### config.mk
export PLATFORM = sky130hd
export DESIGN_NAME = spi_reg_bridge
export DESIGN_NICKNAME = d
export VERILOG_FILES = /design/src/rtl/spi_reg_bridge.sv
export SDC_FILE = /design/constraint.sdc
export NUM_CORES = 1
export LEC_CHECK = 0
export ABC_CLOCK_PERIOD_IN_PS = 1740
export BUFFER_PORTS_ARGS = -buffer_cell sky130_fd_sc_hd__buf_4
export CORE_MARGIN = 3
export CORE_UTILIZATION = 30
export CTS_CLUSTER_DIAMETER = 60
export CTS_CLUSTER_SIZE = 40
export DETAILED_ROUTE_END_ITERATION = 12
export GPL_TIMING_DRIVEN = 0
export PLACE_DENSITY = 0.49
export SETUP_SLACK_MARGIN = 0.3
export SLEW_MARGIN = 20
export SYNTH_ARGS = -nofsm -noshare
export SYNTH_HDL_FRONTEND = slang
export SYNTH_SLANG_ARGS = --single-unit
export TNS_END_PERCENT = 20
### constraint.sdc
create_clock -name clk -period 1.74 [get_ports clk]
set_input_delay 0.261 -clock clk [delete_from_list [all_inputs] [get_ports clk]]
set_output_delay 0.261 -clock clk [all_outputs]
set_load 0.01 [all_outputs]
### src/rtl/spi_reg_bridge.sv
// SPI command/address/data framing to an 8-bit register bus with a 1-cycle read latency.
// Optional status readback is enabled with `define SPI_REG_BRIDGE_STATUS_EN.
module spi_reg_bridge #(
    parameter int         AWIDTH = 8,
    parameter logic [7:0] CMD_WR = 8'h01,
    parameter logic [7:0] CMD_RD = 8'h02
) (
    input  logic              clk,
    input  logic              rst,
    input  logic [7:0]        user_out,
    input  logic              user_out_stb,
    output logic [7:0]        user_in,
    input  logic              user_in_ack,
    input  logic              csn_state,
    input  logic              csn_rise,
    input  logic              csn_fall,
    output logic [AWIDTH-1:0] bus_addr,
    output logic [7:0]        bus_wdata,
    output logic              bus_we,
    output logic              bus_re,
    input  logic [7:0]        bus_rdata
);

    typedef enum logic [2:0] {
        S_IDLE    = 3'd0,
        S_CMD     = 3'd1,
        S_WR_ADDR = 3'd2,
        S_RD_ADDR = 3'd3,
        S_WR_DATA = 3'd4,
        S_RD_DATA = 3'd5,
        S_IGNORE  = 3'd6,
        S_STATUS  = 3'd7
    } state_t;

    state_t            state_q, state_d;
    logic [AWIDTH-1:0] bus_addr_q, bus_addr_d;
    logic [7:0]        bus_wdata_q, bus_wdata_d;
    logic              bus_we_q, bus_we_d;
    logic              bus_re_q, bus_re_d;
    logic              rd_pend_q, rd_pend_d;
    logic [7:0]        user_in_q, user_in_d;
    logic              deselect_s;
    logic [7:0]        fill_s;

    // A falling edge pulse overrides a lagging csn_state in the same cycle
    assign deselect_s = csn_rise | (csn_state & ~csn_fall);

`ifdef SPI_REG_BRIDGE_STATUS_EN
    localparam logic [7:0] CMD_STATUS = 8'h05;

    logic       err_q, err_d;
    logic [6:0] cnt_q, cnt_d;

    assign fill_s = {err_q, cnt_q};

    // Sticky error flag and completed-write counter, cleared only by reset
    always_comb begin
        err_d = err_q;
        cnt_d = cnt_q;
        if ((state_q == S_CMD) && user_out_stb && !deselect_s &&
            (user_out != CMD_WR) && (user_out != CMD_RD) && (user_out != CMD_STATUS)) begin
            err_d = 1'b1;
        end else begin
            err_d = err_q;
        end
        if ((state_q == S_WR_DATA) && csn_rise) begin
            cnt_d = cnt_q + 7'd1;
        end else begin
            cnt_d = cnt_q;
        end
    end

    // Status register update
    always_ff @(posedge clk) begin
        if (rst) begin
            err_q <= 1'b0;
            cnt_q <= 7'd0;
        end else begin
            err_q <= err_d;
            cnt_q <= cnt_d;
        end
    end
`else
    assign fill_s = 8'h00;
`endif

    // Next-state and bus/transmit-byte decode
    always_comb begin
        state_d     = state_q;
        bus_addr_d  = bus_addr_q;
        bus_wdata_d = bus_wdata_q;
        bus_we_d    = 1'b0;
        bus_re_d    = 1'b0;
        rd_pend_d   = bus_re_q;
        user_in_d   = user_in_q;

        // Post-write increment; an address load below takes precedence
        if (bus_we_q) begin
            bus_addr_d = bus_addr_q + AWIDTH'(1);
        end else begin
            bus_addr_d = bus_addr_q;
        end

        case (state_q)
            S_IDLE: begin
                if (csn_fall || !csn_state) begin
                    state_d = S_CMD;
                end else begin
                    state_d = S_IDLE;
                end
            end
            S_CMD: begin
                if (user_out_stb) begin
                    case (user_out)
                        CMD_WR:     state_d = S_WR_ADDR;
                        CMD_RD:     state_d = S_RD_ADDR;
`ifdef SPI_REG_BRIDGE_STATUS_EN
                        CMD_STATUS: state_d = S_STATUS;
`endif
                        default:    state_d = S_IGNORE;
                    endcase
                end else begin
                    state_d = S_CMD;
                end
            end
            S_WR_ADDR: begin
                if (user_out_stb) begin
                    bus_addr_d = AWIDTH'(user_out);
                    state_d    = S_WR_DATA;
                end else begin
                    state_d = S_WR_ADDR;
                end
            end
            S_RD_ADDR: begin
                if (user_out_stb) begin
                    bus_addr_d = AWIDTH'(user_out);
                    bus_re_d   = 1'b1;
                    state_d    = S_RD_DATA;
                end else begin
                    state_d = S_RD_ADDR;
                end
            end
            S_WR_DATA: begin
                if (user_out_stb) begin
                    bus_wdata_d = user_out;
                    bus_we_d    = 1'b1;
                end else begin
                    bus_we_d = 1'b0;
                end
            end
            S_RD_DATA: begin
                if (rd_pend_q) begin
                    user_in_d = bus_rdata;
                end else begin
                    user_in_d = user_in_q;
                end
                if (user_in_ack) begin
                    bus_addr_d = bus_addr_q + AWIDTH'(1);
                    bus_re_d   = 1'b1;
                end else begin
                    bus_re_d = 1'b0;
                end
            end
            S_IGNORE: begin
                state_d = S_IGNORE;
            end
`ifdef SPI_REG_BRIDGE_STATUS_EN
            S_STATUS: begin
                if (user_in_ack) begin
                    user_in_d = fill_s;
                end else begin
                    user_in_d = user_in_q;
                end
            end
`endif
            default: begin
                state_d = S_IDLE;
            end
        endcase

        // Outside data-return states the transmit byte tracks the fill value
        if ((state_q != S_RD_DATA) && (state_q != S_STATUS)) begin
            user_in_d = fill_s;
        end else begin
            user_in_d = user_in_d;
        end

        // Deselect aborts everything except a write whose byte arrived this cycle
        if (deselect_s) begin
            state_d   = S_IDLE;
            user_in_d = fill_s;
            bus_re_d  = 1'b0;
        end else begin
            state_d = state_d;
        end
    end

    // State and output registers
    always_ff @(posedge clk) begin
        if (rst) begin
            state_q     <= S_IDLE;
            bus_addr_q  <= '0;
            bus_wdata_q <= 8'h00;
            bus_we_q    <= 1'b0;
            bus_re_q    <= 1'b0;
            rd_pend_q   <= 1'b0;
            user_in_q   <= 8'h00;
        end else begin
            state_q     <= state_d;
            bus_addr_q  <= bus_addr_d;
            bus_wdata_q <= bus_wdata_d;
            bus_we_q    <= bus_we_d;
            bus_re_q    <= bus_re_d;
            rd_pend_q   <= rd_pend_d;
            user_in_q   <= user_in_d;
        end
    end

    assign bus_addr  = bus_addr_q;
    assign bus_wdata = bus_wdata_q;
    assign bus_we    = bus_we_q;
    assign bus_re    = bus_re_q;
    assign user_in   = user_in_q;

endmodule

; ---- Yosys cells after proc, flatten, opt, wreduce, memory -nomap -nowiden
; Cells that the tools add are included.
[word_totals]
rom_bits = 0
memories = 0
latch_bits = 0
register_bits = 30
inputBits = 23
output_inout_bits = 26
mem_bits_rw = 0
word_cells = 46
[op_classes]
n_bitwise = 4
muxes = 13
eq_ne = 10
n_lt_le_gt_ge = 0
shifts = 0
addsub = 1
div_mod_pow = 0
reduce_logical = 11
n_mul = 0
[op_table]
columns = operator, n
row1 = $mux W8, 3
row2 = $pmux W3 S6, 1
row3 = $pmux W8 S2, 1
row4 = $eq A3 B3 Y1 const B, 3
row5 = $mux W3, 3
row6 = $add A8 B1 Y8 const B, 1
row7 = $eq A8 B1 Y1 const B, 1
row8 = $eq A8 B2 Y1 const B, 1
row9 = $reduce_or A2 Y1, 4
row10 = $eq A3 B2 Y1 const B, 2
row11 = $ne A3 B3 Y1 const B, 2
row12 = $pmux W3 S2, 1
row13 = $reduce_and A2 Y1, 2
row14 = $eq A3 B1 Y1 const B, 1
row15 = $logic_not A3 Y1, 1
row16 = $mux W1, 3
row17 = $reduce_or A3 Y1, 1
row18 = $not A1 Y1, 2
row19 = $pmux W1 S2, 1
row20 = $and A1 B1 Y1, 1
row21 = $logic_and A1 B1 Y1, 1
row22 = $logic_not A1 Y1, 1
row23 = $logic_or A1 B1 Y1, 1
row24 = $or A1 B1 Y1, 1

; ---- Longest topological paths before layout
; Gate-level depths: netlist (run 1).
[logic_depth]
word_depth = 4
ltp_mapped = 6
ltp_nobuf = 6

; ---- Least setup slack after synthesis (run 1)
; OpenSTA, ideal clock, no wires.
[synth_timing]
path_kind = flip-flop to flip-flop
startpoint = register bus_addr_q[0], in the netlist bus_addr[0]
endpoint = register bus_addr_q[6], in the netlist bus_addr[6]
arrival_ns = 1.466
path_buffers = 0
setup_time_ns = 0.115
path_stages_with_launch = 7
required_ns = 1.625
setup_slack_ns = 0.160
synth_period_minus_slack_ns = 1.580
path_cell_list = dfxtp_1 -> ha_1 -> nand4_2 -> nor2_1 -> xor2_1 -> nor3_1 -> a2111oi_0
[synth_between]
elab_chain_cells = 4
elab_cells_between_ends = 5
cone_classes = 1 x add/sub / 4 x mux
[synth_lines]
columns = item, line_no
row1 = from (decl), 36  ; logic [AWIDTH-1:0] bus_addr_q, bus_addr_d;
row2 = from (signal assigned), 210  ; bus_addr_q <= bus_addr_d;
row3 = $add A8 B1 Y8 (*), "99, 158"
row4 = $mux W8, 98  ; if (bus_we_q) begin
row5 = "$mux W8, on equally long branches", "157, 127, 135"
row6 = $pmux W8 S2 (*), 104  ; case (state_q)
; Every way passes the cells marked *; elsewhere a longest branch is shown, timed or not.
; A chain may end at the register's enable or synchronous reset.

; ---- Worst setup path in the final report (run 1)
[layout_timing]
startpoint = register state_q[1]
endpoint = register bus_addr_q[3], in the netlist bus_addr[3]
[layout_between]
elab_chain_cells = 3
elab_cells_between_ends = 5
cone_classes = 3 x eq/ne / 1 x mux / 1 x reduce/logical
[layout_lines]
columns = item, line_no
row1 = from (decl), 35  ; state_t state_q, state_d;
row2 = from (signal assigned), 209  ; state_q <= state_d;
row3 = $eq A3 B2 Y1, 104
row4 = $reduce_or A2 Y1 (no line), n/a
row5 = $pmux W8 S2 (*), 104
; Marked as above.

==> results of run 1 <==
-- timing repair --
action	4_1_cts	5_1_grt
buffers inserted	2	1
pin swaps	6	3
endpoints found under the setup margin	15	24
resized for setup	8	4
hold buffers	0	0
-- stage by stage --
step / total power, mW / instances / hold slack [ps] / utilization (%) / setup WS [ps]
after CTS: 1.70 / 317 / 202 / 44.4 / 254
final: 1.68 / 318 / 199 / 44.7 / 290
after floorplan: 0.751 / 194 / 394 / - / 307
after global routing: 1.74 / 318 / 203 / 44.7 / 146
after global placement: 0.812 / 307 / 446 / 40.8 / 136
after detailed placement: 0.812 / 307 / 450 / 40.8 / 138
-- layer usage --
| metal | part of all wire (%) | wire length [µm] | vias up |
|---|---|---|---|
| met5 | 0 | 0 | - |
| met4 | 0.86 | 37 | 0 |
| met3 | 4.9 | 212 | 5 |
| met2 | 48 | 2050 | 42 |
| met1 | 46 | 1980 | 671 |
| li1 | - | - | 775 |
-- cell families after synthesis --
group / count (synthesis)
XOR/XNOR: 12
adder cells (fa/ha/maj): 1
AND/OR/NAND/NOR: 92
buffers and inverters: 15
flip-flops: 30
AO/OA/AOI/OAI: 44
-- final cells by class --
type,count,area [µm²],share of cell area [%]
plain buffers,13,83.8,3.90
clock buffers,6,82.6,3.84
clock inverters,2,60.1,2.79
inverters,2,7.51,0.349
multi-input cells,149,855,39.7
flip-flops and latches,30,612,28.4
well taps,67,83.8,3.90
repair buffers,49,368,17.1
-- flip-flops by register name, summed over array words and instances (netlist names) --
signal,flops
bus_addr,8
rd_pend_q,1
user_in,8
bus_re,1
bus_wdata,8
bus_we,1
state_q,3
-- path summary, 6_finish.rpt --
kind / startpoint / endpoint / slack, ps / depth (start not counted)
setup / recovery: state_q[1] / bus_addr[3] / 290 / 6
hold / removal: rst / bus_wdata[5] / 200 / 2
setup reg to reg: state_q[1] / bus_addr[3] / 290 / 6
hold reg to reg: bus_wdata[1] / bus_wdata[1] / 460 / 2
-- synthesized netlist by cell type, types with 2 or more instances --
cell type | count | area share (%)
o22ai_1 | 2 | 0.82
nor2b_1 | 2 | 0.82
and2b_1 | 2 | 0.99
dfxtp_1 | 30 | 40
a21oi_2 | 8 | 4.6
or3_1 | 3 | 1.2
nand4_1 | 2 | 0.82
nor2_1 | 16 | 4.0
nand3_1 | 4 | 1.3
nor4_1 | 2 | 0.82
nand2b_1 | 2 | 0.82
a221oi_1 | 2 | 1.2
and3_1 | 3 | 1.2
a2111oi_0 | 2 | 1.2
a21oi_1 | 20 | 6.6
o21ai_0 | 4 | 1.3
xnor2_1 | 8 | 4.6
nand3b_1 | 3 | 1.5
buf_4 | 2 | 0.99
o211ai_1 | 2 | 0.99
clkbuf_1 | 4 | 0.99
buf_6 | 2 | 1.5
nand2_1 | 47 | 12
inv_1 | 2 | 0.49
buf_2 | 4 | 1.3
xor2_1 | 4 | 2.3
a31oi_1 | 2 | 0.82
-- power by group through the flow --
| stage | sequential, mW | combinational, mW | clock (mW) |
|---|---|---|---|
| after global placement | 0.712 | 0.0998 | 0 |
| final | 0.694 | 0.0997 | 0.887 |
| after detailed placement | 0.712 | 0.0995 | 0 |
| after floorplan | 0.712 | 0.0383 | 0 |
| after CTS | 0.694 | 0.101 | 0.904 |
| after global routing | 0.695 | 0.110 | 0.938 |
-- critical path, cell delays in order (launching register included) --
cell,delay [ps]
dfxtp_1,340
buf_2,180
nand3b_1,250
nand2_1,130
nor2_1,50
or3_1,330
a21oi_1,110
==> results.sh, run 1 <==
export IMPL_status="finished, final reports clean"
export IMPL_fin_skew_ps=11.6
export IMPL_ant_nets=0
export IMPL_p_per_area_mw_per_mm2=781
export IMPL_final_hold_violation_count=0
export IMPL_grt_total_usage_pct=14.1
export IMPL_die_width_um=77.2
export IMPL_synth_seq_cells=30
export IMPL_tritoncts="done"
export IMPL_final_setup_tns_ps=0
export IMPL_grt_max_degree=11
export IMPL_clk_latency_ps=280
export IMPL_combPwrFrac_pct=5.9
export IMPL_worst_pin_slew_ps=513
export IMPL_pin_count=49
export IMPL_p_clk_share_pct=52.8
export IMPL_ir_worst_vdd_uv=404
export IMPL_cts_buffers=5
export IMPL_synth_async_sr_flop_share_pct=0
export IMPL_p_sw_share_pct=19.6
export IMPL_clock_path_buffers=2
export IMPL_synthSimpleGateAreaFrac_pct=28.5
export IMPL_path_clk_slew_ps=70
export IMPL_seqPwrFrac_pct=41.3
export IMPL_synth_edff_count=0
export IMPL_ys_seq_area_share_pct=39.5
export IMPL_cp_start_kind="flip-flop"
export IMPL_cp_data_arrival_time_ps=1670
export IMPL_postRouteWirelength_mm=4.29
export IMPL_finalCriticalPeriod_ps=1450
export IMPL_switchingPower_mw=0.329
export IMPL_synth_top_family_by_area="simple AND/OR/NAND/NOR gates"
export IMPL_power_leakage_nw=0.848
export IMPL_final_common_cell="buf_4"
export IMPL_place_hpwl_mm=3.12
export IMPL_synth_cell_types=37
export IMPL_netlist_instances=194
export IMPL_antenna_found_initial=0
export IMPL_setup_viol=0
export IMPL_timing_fmax_mhz=689
export IMPL_drt_iter0_drc=67
export IMPL_end_kind="flip-flop"
export IMPL_port_buffers=46
export IMPL_avgSynthCellArea_um2=7.84
export IMPL_internal_power_mw=1.35
export IMPL_synth_nets=218
export IMPL_finalMaxSlewViolations=0
export IMPL_nFillCells=506
export IMPL_yosys_area_share_adder_pct=0.823
export IMPL_die_area_mm2=0.00596
export IMPL_grt_use_met3_pct=2.82
export IMPL_start_util_pct=31.6
export IMPL_path_class="reg -> reg"
export IMPL_muxShareOfSynthArea_pct=0
export IMPL_grtUsageMet1_pct=18.1
export IMPL_grt_overflow=0
export IMPL_synth_area_mm2=0.00152
export IMPL_yosysWarnings=0
export IMPL_cap_viol_max_count=0
export IMPL_wl_per_cell_um=13.5
export IMPL_vias=1493
export IMPL_core_region_area_mm2=0.00482
export IMPL_nets=274
export IMPL_worstPathRequired_ps=1960
export IMPL_hp_class="in -> reg"
export IMPL_synth_compound_area_share_pct=18.7
export IMPL_cts_sinks=30
export IMPL_max_slew_margin_pct=65.8
export IMPL_via_per_inst=4.69
export IMPL_drive_gt1_share_pct=34.3
export IMPL_use_met2_pct=23.1
export IMPL_synth_xor_area_share_pct=6.91
export IMPL_grt_pass1_wl_mm=6.85
export IMPL_cts_root_buffer="clkbuf_8"
export IMPL_htree_levels=2
export IMPL_grt_pass1_vias=1444
export IMPL_grt_busiest_layer="met2"
export IMPL_fin_area_mm2=0.00215
export IMPL_grt_setup_unrepaired="true"
export IMPL_post_dp_cell_area_mm2=0.00196
export IMPL_route_detailed_drc=0
export IMPL_syn2layout_area_growth_pct=41.6
export IMPL_routabilityCongestion=0.812
export IMPL_cp_max_fo=10
export IMPL_post_route_period_util_pct=83.4
export IMPL_layout_common_cells="buf_4, nand2_1, dfxtp_1, a21oi_1, nor2_1"
export IMPL_rows=25
export IMPL_fp_dieH_um=77.2
export IMPL_antenna_cells=0
export IMPL_dr_pass1_iters=4
export IMPL_ys_flop_type="dfxtp_1"
Note: power is estimated with default switching activity, not from simulation.
==> run 2, diff against run 1 <==
--- a/config.mk
+++ b/config.mk
@@ -5,7 +5,7 @@
 export SDC_FILE = /design/constraint.sdc
 export NUM_CORES = 1
 export LEC_CHECK = 0
-export ABC_CLOCK_PERIOD_IN_PS = 1740
+export ABC_CLOCK_PERIOD_IN_PS = 1450
 export BUFFER_PORTS_ARGS = -buffer_cell sky130_fd_sc_hd__buf_4
 export CORE_MARGIN = 3
 export CORE_UTILIZATION = 30
==> constraint.sdc (replaced) <==
create_clock -name clk -period 1.45 [get_ports clk]
set_input_delay 0.2175 -clock clk [delete_from_list [all_inputs] [get_ports clk]]
set_output_delay 0.2175 -clock clk [all_outputs]
set_load 0.01 [all_outputs]
==> run 2 against run 1 <==
  * Total power is 6.9% higher
  * Combinational power grew 47%
  * Clock skew decreased by 5.8 ps
  * Worst hold slack lost 37 ps
  * Largest power group is now registers
==> results.sh, run 2 (synthesized netlist as in run 1, its figures left out) <==
export IMPL_status="finished, final reports clean"
export IMPL_timing_fmax_mhz=691
export IMPL_drt_iter0_drc=83
export IMPL_fin_area_mm2=0.00242
export IMPL_final_common_cell="buf_4"
export IMPL_post_dp_cell_area_mm2=0.00199
export IMPL_rows=25
export IMPL_fp_dieH_um=77.2
export IMPL_p_sw_share_pct=22.6
export IMPL_port_buffers=46
export IMPL_grt_pass1_vias=1493
export IMPL_worstPathRequired_ps=1660
export IMPL_combPwrFrac_pct=8.2
export IMPL_clock_path_buffers=2
export IMPL_syn2layout_area_growth_pct=59.3
export IMPL_antenna_cells=0
export IMPL_fin_ws_ps=2.02
export IMPL_internal_power_mw=1.39
export IMPL_die_area_mm2=0.00596
export IMPL_route_detailed_drc=0
export IMPL_seqPwrFrac_pct=46.2
export IMPL_cts_hold_buffers_added=0
export IMPL_hp_class="in -> reg"
export IMPL_worst_pin_slew_ps=480
export IMPL_die_width_um=77.2
export IMPL_core_region_area_mm2=0.00482
export IMPL_path_class="reg -> reg"
export IMPL_switchingPower_mw=0.406
export IMPL_cts_sinks=30
export IMPL_postRouteWirelength_mm=4.39
export IMPL_cts_root_buffer="clkbuf_8"
export IMPL_cp_data_arrival_time_ps=1660
export IMPL_setup_viol=0
export IMPL_via_per_inst=4.79
export IMPL_layout_common_cells="buf_4, nand2_1, dfxtp_1, a21oi_1, nor2_1"
export IMPL_grt_setup_unrepaired="true"
export IMPL_nFillCells=501
export IMPL_fin_skew_ps=5.74
export IMPL_cap_viol_max_count=0
export IMPL_vias=1561
export IMPL_htree_levels=2
export IMPL_finalCriticalPeriod_ps=1450
export IMPL_clk_latency_ps=280
export IMPL_finalMaxSlewViolations=0
export IMPL_cp_max_fo=5
export IMPL_post_route_period_util_pct=99.9
export IMPL_grt_pass1_wl_mm=7.25
export IMPL_start_util_pct=31.6
export IMPL_end_kind="flip-flop"
export IMPL_ir_worst_vdd_uv=338
export IMPL_p_clk_share_pct=45.6
export IMPL_grt_overflow=0
export IMPL_nets=282
export IMPL_grt_total_usage_pct=15.2
export IMPL_final_hold_violation_count=0
export IMPL_wl_per_cell_um=13.5
export IMPL_place_hpwl_mm=3.14
export IMPL_antenna_found_initial=0
export IMPL_max_slew_margin_pct=68.0
export IMPL_path_clk_slew_ps=70
export IMPL_tritoncts="done"
export IMPL_grt_max_degree=11
export IMPL_ant_nets=0
export IMPL_cp_start_kind="flip-flop"
export IMPL_pin_count=49
export IMPL_p_per_area_mw_per_mm2=742
export IMPL_power_leakage_nw=1.01
export IMPL_routabilityCongestion=0.764
export IMPL_cts_buffers=5
export IMPL_pre_cts_ws_ps=-101
export IMPL_dr_pass1_iters=4
export IMPL_drive_gt1_share_pct=47.5
[run 2: cell types whose count changed in the layout (fill, tap and decap cells not counted), moves of 3 or more]
cell	delta
nand2_4	+10
clkbuf_16	+3
buf_4	+8
dfxtp_1	-3
buf_6	+4
nor2_1	-3
clkbuf_2	-3
buf_2	-3
nand2_1	-10
[run 2: power by group through the flow]
stage                     logic, mW  clock network (mW)  registers [mW]
after floorplan              0.0469                   0           0.852
after global placement        0.121                   0           0.852
after detailed placement      0.120                   0           0.852
after CTS                     0.141               0.830           0.832
after global routing          0.160               0.890           0.830
final                         0.147               0.820           0.830
[run 2: path summary, 6_finish.rpt]
check	startpoint	endpoint	slack (ps)	cells after the start
worst max-delay path	bus_addr[2]	bus_addr[5]	2	6
worst min-delay path	rst	bus_addr[7]	160	2
worst max register to register	bus_addr[2]	bus_addr[5]	2	6
worst min register to register	bus_wdata[7]	bus_wdata[7]	460	2
[run 2: metal layers]
metal	vias up	global-route usage [%]	wire length, µm
met5	-	0	0
met1	713	20.3	2020
li1	793	-	-
met4	0	5.34	91
met2	43	23.3	2030
met3	12	4.46	241
[run 2: repair_timing]
action	in CTS	in global routing
setup buffers	5	6
cloned	0	0
endpoints found under the setup margin	27	28
pin swaps	29	23
resized for setup	52	14
[run 2: layout make-up]
cell class,instances,area (µm²),share of cell area (%)
Buffer,13,155,6.41
Clock buffer,8,111,4.60
Inverter,2,7.51,0.310
Multi-Input combinational cell,149,1010,41.8
Sequential cell,30,621,25.6
Tap cell,67,83.8,3.46
Timing Repair Buffer,57,432,17.8
[run 2: critical path: stages, from the launching register on]
cell,delay [ps]
dfxtp_2,340
buf_6,110
nand4_1,170
or3_1,350
a31oi_1,190
nand2_1,100
a21oi_2,130
[run 2: through the flow]
step | utilization [%] | power (mW) | TNS, ps | hold slack, ps | cells
after floorplan | - | 0.899 | 0 | 351 | 194
after detailed placement | 41.3 | 0.972 | -383 | 452 | 307
final | 50.3 | 1.80 | 0 | 162 | 326
after CTS | 48.3 | 1.80 | -36.7 | 158 | 320
after global routing | 50.3 | 1.88 | -246 | 152 | 326
after global placement | 41.3 | 0.973 | -708 | 447 | 307
==> run 3, diff against run 2 <==
--- a/config.mk
+++ b/config.mk
@@ -7,15 +7,14 @@
 export LEC_CHECK = 0
 export ABC_CLOCK_PERIOD_IN_PS = 1450
 export BUFFER_PORTS_ARGS = -buffer_cell sky130_fd_sc_hd__buf_4
-export CORE_MARGIN = 3
 export CORE_UTILIZATION = 30
+export CTS_BUF_LIST = sky130_fd_sc_hd__clkbuf_2 sky130_fd_sc_hd__clkbuf_4 sky130_fd_sc_hd__clkbuf_8
 export CTS_CLUSTER_DIAMETER = 60
 export CTS_CLUSTER_SIZE = 40
 export DETAILED_ROUTE_END_ITERATION = 12
 export GPL_TIMING_DRIVEN = 0
 export PLACE_DENSITY = 0.49
 export SETUP_SLACK_MARGIN = 0.3
-export SLEW_MARGIN = 20
 export SYNTH_ARGS = -nofsm -noshare
 export SYNTH_HDL_FRONTEND = slang
 export SYNTH_SLANG_ARGS = --single-unit
==> run 3 against run 2 <==
  * The flow now finishes with violations (negative setup slack)
  * Clock power decreased by 12%
  * Critical path depth did not move
  * Setup slack got worse by 18 ps
  * Global-route usage up 1.4 points
  * Largest power group unchanged
==> results.sh, run 3 (synthesized netlist as in run 1, its figures left out) <==
export IMPL_grt_pass1_vias=1387
export IMPL_via_per_inst=4.70
export IMPL_min_from="rst"
export IMPL_vias=1504
export IMPL_setup_viol=1
export IMPL_cp_max_fo=5
export IMPL_final_hold_violation_count=0
export IMPL_route_detailed_drc=0
export IMPL_r2r_start="bus_addr[2]"
export IMPL_wl_per_cell_um=13.1
export IMPL_htree_levels=2
export IMPL_final_common_cell="buf_4"
export IMPL_hp_class="in -> reg"
export IMPL_clk_latency_ps=280
export IMPL_violations="negative setup slack"
export IMPL_grt_max_degree=11
export IMPL_max_slew_margin_pct=69.3
export IMPL_p_total_mw=1.68
export IMPL_r2r_cells=6
export IMPL_path_clk_slew_ps=70
export IMPL_syn2layout_area_growth_pct=45.7
export IMPL_antenna_found_initial=0
export IMPL_r2r_end="bus_addr[3]"
export IMPL_r2r_setup_slack_ps=-20
export IMPL_ir_worst_vdd_uv=326
export IMPL_worst_pin_slew_ps=461
export IMPL_tritoncts="done"
export IMPL_end_kind="flip-flop"
export IMPL_wl_met2_mm=1.98
export IMPL_drt_met1_wl_mm=1.97
export IMPL_status="finished with violations"
export IMPL_die_area_mm2=0.00536
export IMPL_p_per_area_mw_per_mm2=760
export IMPL_fp_dieH_um=73.2
export IMPL_finalCriticalPeriod_ps=1470
export IMPL_power_leakage_nw=0.868
export IMPL_cap_viol_max_count=0
export IMPL_cp_start_kind="flip-flop"
export IMPL_cts_sinks=30
export IMPL_top_layer="met4"
export IMPL_cts_buffers=5
export IMPL_core_region_area_mm2=0.00479
export IMPL_post_route_period_util_pct=101
export IMPL_fin_ws_ps=-15.6
export IMPL_start_util_pct=31.8
export IMPL_place_hpwl_mm=3.01
export IMPL_cp_data_arrival_time_ps=1690
export IMPL_nets=276
export IMPL_path_class="reg -> reg"
export IMPL_grt_total_usage_pct=16.6
export IMPL_postRouteWirelength_mm=4.18
export IMPL_timing_fmax_mhz=682
export IMPL_grt_overflow=0
export IMPL_drive_gt1_share_pct=39.9
export IMPL_worstPathRequired_ps=1680
export IMPL_startpoint="bus_addr[2]"
export IMPL_whs_path_depth=2
export IMPL_rows=25
export IMPL_ant_nets=0
export IMPL_grt_pass1_wl_mm=6.70
export IMPL_dr_pass1_iters=4
export IMPL_whs_ps=151
export IMPL_grt_setup_unrepaired="true"
export IMPL_clock_path_buffers=2
export IMPL_cts_root_buffer="clkbuf_8"
export IMPL_pin_count=49
export IMPL_dr_wl_met3_um=175
export IMPL_layout_common_cells="buf_4, nand2_1, dfxtp_1, a21oi_1, nor2_1"
export IMPL_die_width_um=73.2
export IMPL_drt_iter0_drc=64
export IMPL_routabilityCongestion=0.818
export IMPL_holdPathEnd="bus_addr[3]"
export IMPL_port_buffers=46
export IMPL_finalMaxSlewViolations=0
export IMPL_cts_hold_buffers_added=0
export IMPL_fin_skew_ps=8.60
export IMPL_antenna_cells=0
run 3: changes by cell type in the layout (fill, tap and decap cells not counted), sizes merged:
cell,change
clkinv,+1
buf,-7
run 3: worst max-delay path: stages, from the launching register on:
cell     delay, ps
dfxtp_2        340
buf_6          110
nand4_1        170
xnor2_1        270
nor2_1          70
or3_4          330
a21oi_2        110
run 3: how the worst max path moves through the flow:
stage	end	slack [ps]	cells past startpoint
after global placement	bus_addr[1]	-120	6
after detailed placement	bus_addr[1]	-90	6
after floorplan	bus_addr[3]	100	6
after CTS	bus_addr[5]	0.6	6
final	bus_addr[3]	-20	6
after global routing	bus_addr[3]	-100	6
run 3: layer usage:
metal,track usage [%],vias to the layer above
met1,21.2,692
met4,5.23,0
met3,4.28,6
met5,0,-
li1,-,775
met2,27.3,31
run 3: timing repair:
action,in CTS,in global routing
endpoints found under the setup margin,27,28
cloned,0,0
pin swaps,3,2
gates resized for setup,14,16
endpoints found under the hold margin,0,0
buffers inserted,1,4
run 3: stage by stage:
step / util, % / std cells / area (µm²) / setup TNS [ps] / setup WS, ps
floorplan: - / 194 / 1560 / 0 / 100
global placement: 41.5 / 307 / 1990 / -575 / -125
detailed placement: 41.5 / 307 / 1990 / -366 / -87.1
CTS: 44.6 / 316 / 2130 / 0 / 0.647
global route: 46.3 / 320 / 2210 / -185 / -98.2
finish: 46.3 / 320 / 2210 / -15.6 / -15.6
run 3: report_power, final:
group / leakage, nW / total (mW) / internal, mW / switching [mW]
Sequential: 0.246 / 0.832 / 0.825 / 0.00729
Combinational: 0.570 / 0.128 / 0.0681 / 0.0601
Clock: 0.0517 / 0.722 / 0.401 / 0.321
Total: 0.868 / 1.68 / 1.29 / 0.388
run 3: final cells by class:
type                       count  area [µm²]
clock buffer                   7        90.1
tap                           67        83.8
sequential                    30         617
timing repair buffer          51         383
fill                         487        2570
multi-input combinational    149         910
buffer                        13         119
inverter                       2        7.51
clock inverter                 1        5.00
